File: config.mk
export PLATFORM = sky130hd
export DESIGN_NAME = mipi_dsi_pkt_gen
export DESIGN_NICKNAME = d
export VERILOG_FILES = /design/src/rtl/mipi_dsi_pkt_gen.sv
export SDC_FILE = /design/constraint.sdc
export NUM_CORES = 1
export LEC_CHECK = 0
export BUFFER_PORTS_ARGS = -buffer_cell sky130_fd_sc_hd__buf_2
export CORE_ASPECT_RATIO = 1.25
export CORE_MARGIN = 5
export CORE_UTILIZATION = 45
export DETAILED_ROUTE_END_ITERATION = 7
export PLACE_DENSITY = 0.75
export SLEW_MARGIN = 20
export SYNTH_ARGS = -nofsm -noshare
export SYNTH_HDL_FRONTEND = slang
export SYNTH_SLANG_ARGS = --single-unit
File: constraint.sdc
create_clock -name clk -period 2.2 [get_ports clk]
set_input_delay 0.22 -clock clk [delete_from_list [all_inputs] [get_ports clk]]
set_output_delay 0.22 -clock clk [all_outputs]
set_load 0.1 [all_outputs]
File: src/rtl/mipi_dsi_pkt_gen.sv
// mipi_dsi_pkt_gen: MIPI DSI packet generator (header + ECC, payload, CRC, inter-packet gap).
// Optional feature: define DSI_PKT_CRC_EN to compute the payload CRC-16; otherwise the CRC word is zero.
module mipi_dsi_pkt_gen #(
    parameter int GAP_CYC = 32
) (
    input  logic        clk,
    input  logic        rst_n,
    input  logic        pkt_start,
    input  logic        pkt_long,
    input  logic [1:0]  pkt_vc,
    input  logic [5:0]  pkt_dt,
    input  logic [15:0] pkt_wc,
    output logic        pkt_ready,
    input  logic [31:0] pl_data,
    input  logic        pl_valid,
    output logic        pl_ready,
    output logic        hs_en,
    output logic [31:0] hs_data,
    output logic        err_wc,
    output logic        err_underrun
);
    localparam int GW = $clog2(GAP_CYC + 1);

    typedef enum logic [2:0] {IDLE, HDR, PAYLOAD, CRC, GAP} state_t;

    state_t        state_q, state_d;
    logic [23:0]   hdr_q, hdr_d;
    logic          long_q, long_d;
    logic [13:0]   rem_q, rem_d;
    logic [GW-1:0] gap_q, gap_d;
    logic          hs_en_q, hs_en_d;
    logic [31:0]   hs_data_q, hs_data_d;
    logic          err_wc_q, err_wc_d;
    logic          err_ur_q, err_ur_d;
    logic [15:0]   crc_val;
    logic          accept;

    // DSI Hamming parity over the 24 header bits {WC, DI}; top two ECC bits are zero
    function automatic logic [7:0] ecc(input logic [23:0] d);
        logic [5:0] e;
        e[0] = d[0]^d[1]^d[2]^d[4]^d[5]^d[7]^d[10]^d[11]^d[13]^d[16]^d[20]^d[21]^d[22]^d[23];
        e[1] = d[0]^d[1]^d[3]^d[4]^d[6]^d[8]^d[10]^d[12]^d[14]^d[17]^d[20]^d[21]^d[22]^d[23];
        e[2] = d[0]^d[2]^d[3]^d[5]^d[6]^d[9]^d[11]^d[12]^d[15]^d[18]^d[20]^d[21]^d[22];
        e[3] = d[1]^d[2]^d[3]^d[7]^d[8]^d[9]^d[13]^d[14]^d[15]^d[19]^d[20]^d[21]^d[23];
        e[4] = d[4]^d[5]^d[6]^d[7]^d[8]^d[9]^d[16]^d[17]^d[18]^d[19]^d[20]^d[22]^d[23];
        e[5] = d[10]^d[11]^d[12]^d[13]^d[14]^d[15]^d[16]^d[17]^d[18]^d[19]^d[21]^d[22]^d[23];
        return {2'b00, e};
    endfunction

    assign pkt_ready    = (state_q == IDLE);
    assign pl_ready     = (state_q == PAYLOAD);
    assign accept       = pl_ready && pl_valid;
    assign hs_en        = hs_en_q;
    assign hs_data      = hs_data_q;
    assign err_wc       = err_wc_q;
    assign err_underrun = err_ur_q;

`ifdef DSI_PKT_CRC_EN
    logic [15:0] crc_q, crc_d;

    // Reflected CRC-16 (poly 0x1021 -> 0x8408), 32 payload bits per cycle, bit 0 first
    function automatic logic [15:0] crc_upd(input logic [15:0] c, input logic [31:0] w);
        logic [15:0] r;
        r = c;
        for (int i = 0; i < 32; i++) r = {1'b0, r[15:1]} ^ ({16{r[0] ^ w[i]}} & 16'h8408);
        return r;
    endfunction

    // CRC restarts in IDLE and folds in every accepted payload word
    always_comb begin
        crc_d = (state_q == IDLE) ? 16'hFFFF : (accept ? crc_upd(crc_q, pl_data) : crc_q);
    end

    // CRC register
    always_ff @(posedge clk or negedge rst_n) begin
        if (!rst_n) crc_q <= 16'hFFFF;
        else        crc_q <= crc_d;
    end

    assign crc_val = crc_q;
`else
    assign crc_val = 16'h0000;
`endif

    // Next-state and registered-output logic for the packet sequencer
    always_comb begin
        state_d   = state_q;
        hdr_d     = hdr_q;
        long_d    = long_q;
        rem_d     = rem_q;
        gap_d     = gap_q;
        hs_en_d   = 1'b0;
        hs_data_d = 32'h0;
        err_wc_d  = 1'b0;
        err_ur_d  = err_ur_q;
        case (state_q)
            IDLE: begin
                if (pkt_start) begin
                    if (pkt_long && pkt_wc[1:0] != 2'b00) begin
                        err_wc_d = 1'b1;
                    end else begin
                        hdr_d   = {pkt_wc, pkt_vc, pkt_dt};
                        long_d  = pkt_long;
                        state_d = HDR;
                    end
                end
            end
            HDR: begin
                hs_en_d   = 1'b1;
                hs_data_d = {ecc(hdr_q), hdr_q};
                rem_d     = hdr_q[23:10];
                gap_d     = '0;
                state_d   = !long_q ? GAP : (hdr_q[23:10] == 14'd0 ? CRC : PAYLOAD);
            end
            PAYLOAD: begin
                if (pl_valid) begin
                    hs_en_d   = 1'b1;
                    hs_data_d = pl_data;
                    rem_d     = rem_q - 14'd1;
                    state_d   = (rem_q == 14'd1) ? CRC : PAYLOAD;
                end else begin
                    err_ur_d = 1'b1;
                end
            end
            CRC: begin
                hs_en_d   = 1'b1;
                hs_data_d = {16'h0000, crc_val};
                gap_d     = '0;
                state_d   = GAP;
            end
            GAP: begin
                state_d = (gap_q == GW'(GAP_CYC - 1)) ? IDLE : GAP;
                gap_d   = (gap_q == GW'(GAP_CYC - 1)) ? '0 : gap_q + 1'b1;
            end
            default: state_d = IDLE;
        endcase
    end

    // State, latched header fields, counters and output registers
    always_ff @(posedge clk or negedge rst_n) begin
        if (!rst_n) begin
            state_q   <= IDLE;
            hdr_q     <= '0;
            long_q    <= 1'b0;
            rem_q     <= '0;
            gap_q     <= '0;
            hs_en_q   <= 1'b0;
            hs_data_q <= 32'h0;
            err_wc_q  <= 1'b0;
            err_ur_q  <= 1'b0;
        end else begin
            state_q   <= state_d;
            hdr_q     <= hdr_d;
            long_q    <= long_d;
            rem_q     <= rem_d;
            gap_q     <= gap_d;
            hs_en_q   <= hs_en_d;
            hs_data_q <= hs_data_d;
            err_wc_q  <= err_wc_d;
            err_ur_q  <= err_ur_d;
        end
    end
endmodule

### Yosys cells after proc, flatten, opt, wreduce, memory -nomap -nowiden

Index checks and enable logic that the tools add are counted.

* register bits after elaboration: 83
* logic and storage cells: 125
* output and inout port bits: 37
* bits of input ports: 61

* multiplexer cells: 19
* reductions and logical operators: 11
* $add $sub $neg: 2
* bitwise gates (word level): 75
* equality and inequality tests: 9

Operators by type and width (number)
* $xor A1 B1 Y1: 73
* $pmux W32 S2: 1
* $mux W32: 1
* $pmux W14 S2: 1
* $mux W3: 5
* $pmux W3 S5: 1
* $eq A14 B1 Y1 const B: 1
* $logic_not A14 Y1: 1
* $mux W14: 1
* $sub A14 B1 Y14 const B: 1
* $pmux W6 S2: 1
* $add A6 B1 Y6 const B: 1
* $eq A3 B2 Y1 const B: 2
* $eq A6 B5 Y1 const B: 1
* $mux W1: 6
* $mux W6: 1
* $ne A2 B2 Y1 const B: 3
* $reduce_and A3 Y1: 2
* $reduce_bool A2 Y1: 3
* $reduce_and A2 Y1: 2
* $eq A3 B1 Y1 const B: 1
* $eq A3 B3 Y1 const B: 1
* $logic_not A3 Y1: 1
* $not A1 Y1: 2
* 3 further kinds: 3

### Depth between registers and ports, before layout

Gate-level depths: netlist of the first run.

* depth after elaboration: 14
* mapped depth: 8
* mapped depth without buffers: 7

### Worst setup path after synthesis of the first run

Ideal clock, no wire load.

* path kind: reg2reg
* from: reg state_q[0]
* to: reg hdr_q[13]
* stages on the path, launching flop included: 6
* path buffers: 2
* period minus slack after synthesis: 2.388 ns
* arrival: 2.260 ns
* required time: 2.072 ns
* slack: -0.188 ns
* setup time: 0.128 ns
* path through: dfrtp_1 > buf_2 > nor3_4 > nand3_2 > buf_2 > mux2_1

* longest elaborated chain between the ends: 2

RTL lines
* from (decl): line 26 `state_t state_q, state_d;`
* from (signal assigned): line 152 `state_q <= state_d;`
* $logic_not A3 Y1
* via pkt_ready: line 13 `output logic pkt_ready,`
* $reduce_and A3 Y1 (no line)
* to (signal assigned): line 153 `hdr_q <= hdr_d;`
* to (decl): line 27 `logic [23:0] hdr_q, hdr_d;`

The timed path passes the listed nets, and every way through them passes these cells.
A chain may end at the register's enable or synchronous reset.

### Final worst setup path of the first run

* from: reg state_q[1]
* to: out pl_ready

* longest elaborated chain between the ends: 1

RTL lines
* $eq A3 B2 Y1: line 51 `assign pl_ready = (state_q == PAYLOAD);`
* to (decl): line 16 `output logic pl_ready,`

No other way between the ends.

==> flow_summary.yaml, run 1 <==
status:
  status: "complete, no violations"
grt:
  grt_pass1_vias: 3135
  grt_antenna_before_repair: 0
  grt.overflow.total: 0
  grt_use_total_pct: 18.53
  grt_max_degree: 34
  grt_pass1_wl_um: 15610
logic_synthesis:
  synth_nets: 430
  synth-edff-count: 0
  synth_commonest_cells: "dfrtp_1, xnor2_1, nand2_1"
  ys_seq_area_share_pct: 51.16
  yosysTopAreaCell: "dfrtp_1"
  synth_top_area_share_pct: 51.16
  ys_types: 55
  synth_area_per_cell_um2: 11.12
  syn_area_um2: 4060
  ys.flop_type: "dfrtp_1"
  syn_inst: 365
  synth-async-reset-ratio_pct: 100.0
  synth.most_common_cell: "dfrtp_1"
  yosysWarningCount: 0
  synth_area_leaders: "dfrtp_1, xnor2_1, a22o_1"
  ys_ff_latch: 83
routing:
  drt-vias-per-instance: 5.383
  vias: 3165
  first_pass_iters: 4
  drtIter0Drc: 244
  postRouteAntennaNets: 0
  drc: 0
  routed_wl_um: 9672
  wire_per_inst_um: 16.45
sta:
  rsz0062_at_grt: "false"
  setup_violations: 0
  relSlewSlack_pct: 55.19
  finalHoldViolCount: 0
  tns_ns: 0
  timing.final.crit_share_pct: 92.16
  period_needed_ns: 2.028
  fmax_ghz: 0.4932
  fin_worst_skew_ns: 0.009126
  tightest_slew_ns: 0.6722
  whs_ns: 0.05571
  drv_slew: 0
layout:
  n_antenna_cell: 0
  synthToLayoutAreaGrowth_pct: 22.31
  drive_gt1_share_pct: 33.12
  layout.nets: 528
cts:
  cts_buffers: 9
  cts_sinks: 83
  cts_tree: "yes"
  clkTransAtPathRegs_ns: 0.09
  worstSkewPairLatency_ns: 0.36
  h-tree-depth: 3
  post-cts-setup-buffer-count: 0
  clockBufferDepth: 2
  cts-root-buf: "clkbuf_8"
setup_path:
  critPathKind: "flip-flop to output port"
  cp-startpoint: "state_q[1]"
  r2r_slack_ns: 0.29
  r2r_cells: 7
  endpoint_kind: "output port"
  cp.arrival_ns: 1.81
  worst-path-max-fanout: 25
  critPathRequiredTime_ns: 1.98
  regToRegEndpoint: "rem_q[12]"
  start_kind: "flip-flop"
  r2r_start: "rem_q[0]"
min_path:
  hold_path_end: "hs_data[22]"
  hold_depth: 3
  min_path_type: "input pin to flip-flop"
  holdCritStartpoint: "pl_data[22]"
floorplan:
  dieHeight_um: 116.2
  ios: 98
  dieArea_um2: 11030
  coreArea_um2: 8748
  rows: 38
  start_util_pct: 46.41
  die_x_um: 94.96
place:
  io_buffers: 97
  gp_congestion: 0.8572
  dpl.hpwl_um: 7140
flow_run:
  cap_violations: 0
-- sequential cells by signal (all words and copies together) (netlist names) --
name          flops
rem_q            14
err_underrun      1
hs_data          32
state_q           3
long_q            1
hs_en             1
gap_q             6
err_wc            1
hdr_q            24
-- cell families after synthesis --
logic type,Yosys count,synth area share [%]
AO/OA/AOI/OAI,85,14.85
XOR/XNOR,47,11.25
adder cells (fa/ha/maj),4,1.233
buffers and inverters,26,2.866
flip-flops,83,51.16
multiplexers,24,6.656
AND/OR/NAND/NOR,96,11.99
-- worst max-delay path by stage --
stage           endpoint  slack (ns)  cells past startpoint
6_report        pl_ready        0.17                      4
5_1_grt         pl_ready        0.05                      4
4_1_cts         pl_ready        0.10                      5
3_5_place_dp    rem_q[8]        0.27                      6
3_3_place_gp   rem_q[12]        0.38                      7
2_1_floorplan  hdr_q[13]       -0.09                      5
-- metal layers --
| layer | up-vias | part of all wire (%) | track usage [%] |
|---|---|---|---|
| li1 | 1499 | - | - |
| met1 | 1541 | 43 | 24.27 |
| met2 | 112 | 49 | 29.68 |
| met3 | 13 | 6.2 | 4.510 |
| met4 | 0 | 1.5 | 7.315 |
| met5 | - | 0 | 0 |
-- through the flow --
step | instances | instance area [µm²] | util, % | worst slack [ns]
2_1_floorplan | 365 | 4094 | - | -0.09010
3_3_place_gp | 571 | 4718 | 53.93 | 0.3818
3_5_place_dp | 571 | 4718 | 53.93 | 0.2690
4_1_cts | 588 | 4964 | 56.74 | 0.1030
5_1_grt | 588 | 4966 | 56.76 | 0.05115
6_report | 588 | 4966 | 56.76 | 0.1725
-- cell usage in the layout, fill, tap and decap left out, types with 7 or more instances in the layout --
master    count
buf_2        95
dfrtp_1      81
xnor2_1      37
nand2_1      28
a22o_1       25
nor2_1       22
mux2_2       16
o21ai_0      14
a21oi_1      13
clkbuf_8     11
nor3_1       10
nand3_1      10
inv_1         7
-- final cells by class --
class | instances | area, µm²
clock buffers | 11 | 151.4
clock inverters | 5 | 83.83
fillers | 788 | 3782
inverters | 9 | 33.78
multi-input cells | 256 | 1884
flip-flops and latches | 83 | 2079
well taps | 120 | 150.1
repair buffers | 104 | 583.1
-- critical path: stages (launching register included) --
cell and delay [ns]:
dfrtp_1 0.61, nand3b_1 0.14, buf_4 0.24, inv_2 0.24, buf_12 0.21
-- what timing repair did --
| action | in CTS | in global routing |
|---|---|---|
| endpoints found under the hold margin | 30 | 0 |
| hold buffers | 1 | 0 |
| endpoints found under the setup margin | 0 | 1 |
| resized for setup | 0 | 2 |
Power of run 1 is left out: the tool's default activity adds up to more than one toggle a clock period on the data nets, which glitch-free logic cannot reach.
==> run 2: changes to the inputs <==
Settings changed: CELL_PAD_IN_SITES_DETAIL_PLACEMENT set to 2, CELL_PAD_IN_SITES_GLOBAL_PLACEMENT set to 2, CORE_UTILIZATION 45 to 34, PLACE_DENSITY 0.75 to 0.86.
==> flow_summary.yaml, run 2 (same netlist as run 1, synthesis figures left out) <==
sta:
  drv_slew: 0
  fin_worst_skew_ns: 0.01030
  whs_ns: 0.07329
  rsz0062_at_grt: "false"
  timing.final.crit_share_pct: 94.19
  relSlewSlack_pct: 42.93
  fmax_ghz: 0.4826
  finalHoldViolCount: 0
  setup_violations: 0
  tightest_slew_ns: 0.8482
  period_needed_ns: 2.072
setup_path:
  regToRegEndpoint: "rem_q[12]"
  cpMostUsedCell: "inv_2"
  r2r_start: "rem_q[0]"
  crit_path_end: "pl_ready"
  cp-startpoint: "state_q[0]"
  worstPathCellList: "inv_2 -> nand3b_1 -> inv_2 -> buf_12"
  critPathKind: "flip-flop to output port"
  endpoint_kind: "output port"
  critical-path-slowest-cell: "dfrtp_1"
  r2r_slack_ns: 0.13
  worst-path-max-fanout: 13
  start_kind: "flip-flop"
  r2r_cells: 7
  slowest_delay_ns: 0.56
  cp.arrival_ns: 1.85
  critPathRequiredTime_ns: 1.98
cts:
  h-tree-depth: 3
  clkTransAtPathRegs_ns: 0.07
  post-cts-setup-buffer-count: 0
  cts_tree: "yes"
  cts-root-buf: "clkbuf_16"
  clockBufferDepth: 2
  cts_buffers: 9
  worstSkewPairLatency_ns: 0.35
  cts_sinks: 83
layout:
  multiInputGateArea_um2: 1886
  regArea_um2: 2077
  layout_commonest_cell: "buf_2"
  layout.nets: 534
  layout_common_cells: "buf_2, dfrtp_1, xnor2_1, nand2_1, a22o_1"
  nFillCells: 1273
  synthToLayoutAreaGrowth_pct: 25.92
  drive_gt1_share_pct: 33.76
  largest_reg_flops: 32
routing:
  routed_wl_um: 14720
  drtIter0Drc: 135
  vias: 3368
  wire_per_inst_um: 23.15
  postRouteAntennaNets: 0
  first_pass_iters: 5
  drt-vias-per-instance: 5.296
  drc: 0
grt:
  grt.overflow.total: 0
  grt_pass1_wl_um: 23250
  grt_antenna_before_repair: 1
  grt_pass1_vias: 4009
  grt_use_total_pct: 21.39
  grt_max_degree: 51
floorplan:
  ios: 98
  rows: 44
  dieHeight_um: 132.2
  coreArea_um2: 11670
  start_util_pct: 34.79
  dieArea_um2: 14240
  die_x_um: 107.7
status:
  status: "complete, no violations"
flow_run:
  cap_violations: 0
place:
  io_buffers: 97
  dpl.hpwl_um: 10530
  gp_congestion: 0.7748
min_path:
  min_path_type: "input pin to flip-flop"
==> run 2: cell count changes in the layout (fill, tap and decap cells not counted), moves of 2 or more <==
cell and change:
clkbuf_16 +9, dfrtp_2 -2, bufinv_16 -2, dfrtp_1 +2, buf_4 +6, clkbuf_8 -11, clkinv_4 +2
==> run 2: stage by stage <==
step	TNS [ns]	utilization (%)	cells	cell area, µm²	setup WS, ns
2_1_floorplan	-1.248	-	365	4094	-0.09010
3_3_place_gp	0	41.25	618	4815	0.3508
3_5_place_dp	0	41.25	618	4815	0.1729
4_1_cts	0	43.77	635	5109	0.03102
5_1_grt	0	43.80	636	5112	0.01560
6_report	0	43.80	636	5112	0.1279
==> run 2: per-layer routing <==
metal | up-vias | share of wire [%] | GRT usage [%]
li1 | 1505 | - | -
met1 | 1742 | 38 | 23.49
met2 | 92 | 55 | 39.97
met3 | 29 | 3.6 | 3.479
met4 | 0 | 3.1 | 8.772
met5 | - | 0 | 0
==> run 2: worst max-delay path, delay by kind of cell (launching register included) <==
| family | cells | cell delay (ns) |
|---|---|---|
| buffers and inverters | 3 | 0.72 |
| flip-flops | 1 | 0.56 |
| AND/OR/NAND/NOR | 1 | 0.21 |
==> run 2: worst min-delay path by stage <==
stage / start / to / slack [ns] / depth (start not counted)
after global routing: pkt_dt[5] / hdr_q[5] / 0.08 / 2
after detailed placement: rst_n / hs_data[31] / 0.31 / 1
after CTS: pkt_dt[5] / hdr_q[5] / 0.07 / 2
after floorplan: rst_n / err_underrun / -0.08 / 0
final: pkt_dt[5] / hdr_q[5] / 0.07 / 2
after global placement: rst_n / err_underrun / 0.29 / 1
==> run 2: layout make-up <==
class	count	share of cell area [%]
sequential	83	40.63
inverter	9	0.6608
clock buffer	9	4.405
multi-input combinational	256	36.88
timing repair buffer	110	12.29
antenna	1	0.04895
tap	161	3.940
clock inverter	7	1.150
==> run 2: repair_timing <==
| item | CTS | global route |
|---|---|---|
| hold endpoints to repair | 49 | 0 |
| hold buffers | 1 | 0 |
| resized for setup | 0 | 1 |
| setup endpoints to repair | 0 | 3 |
Power of run 2 is left out for the same reason.
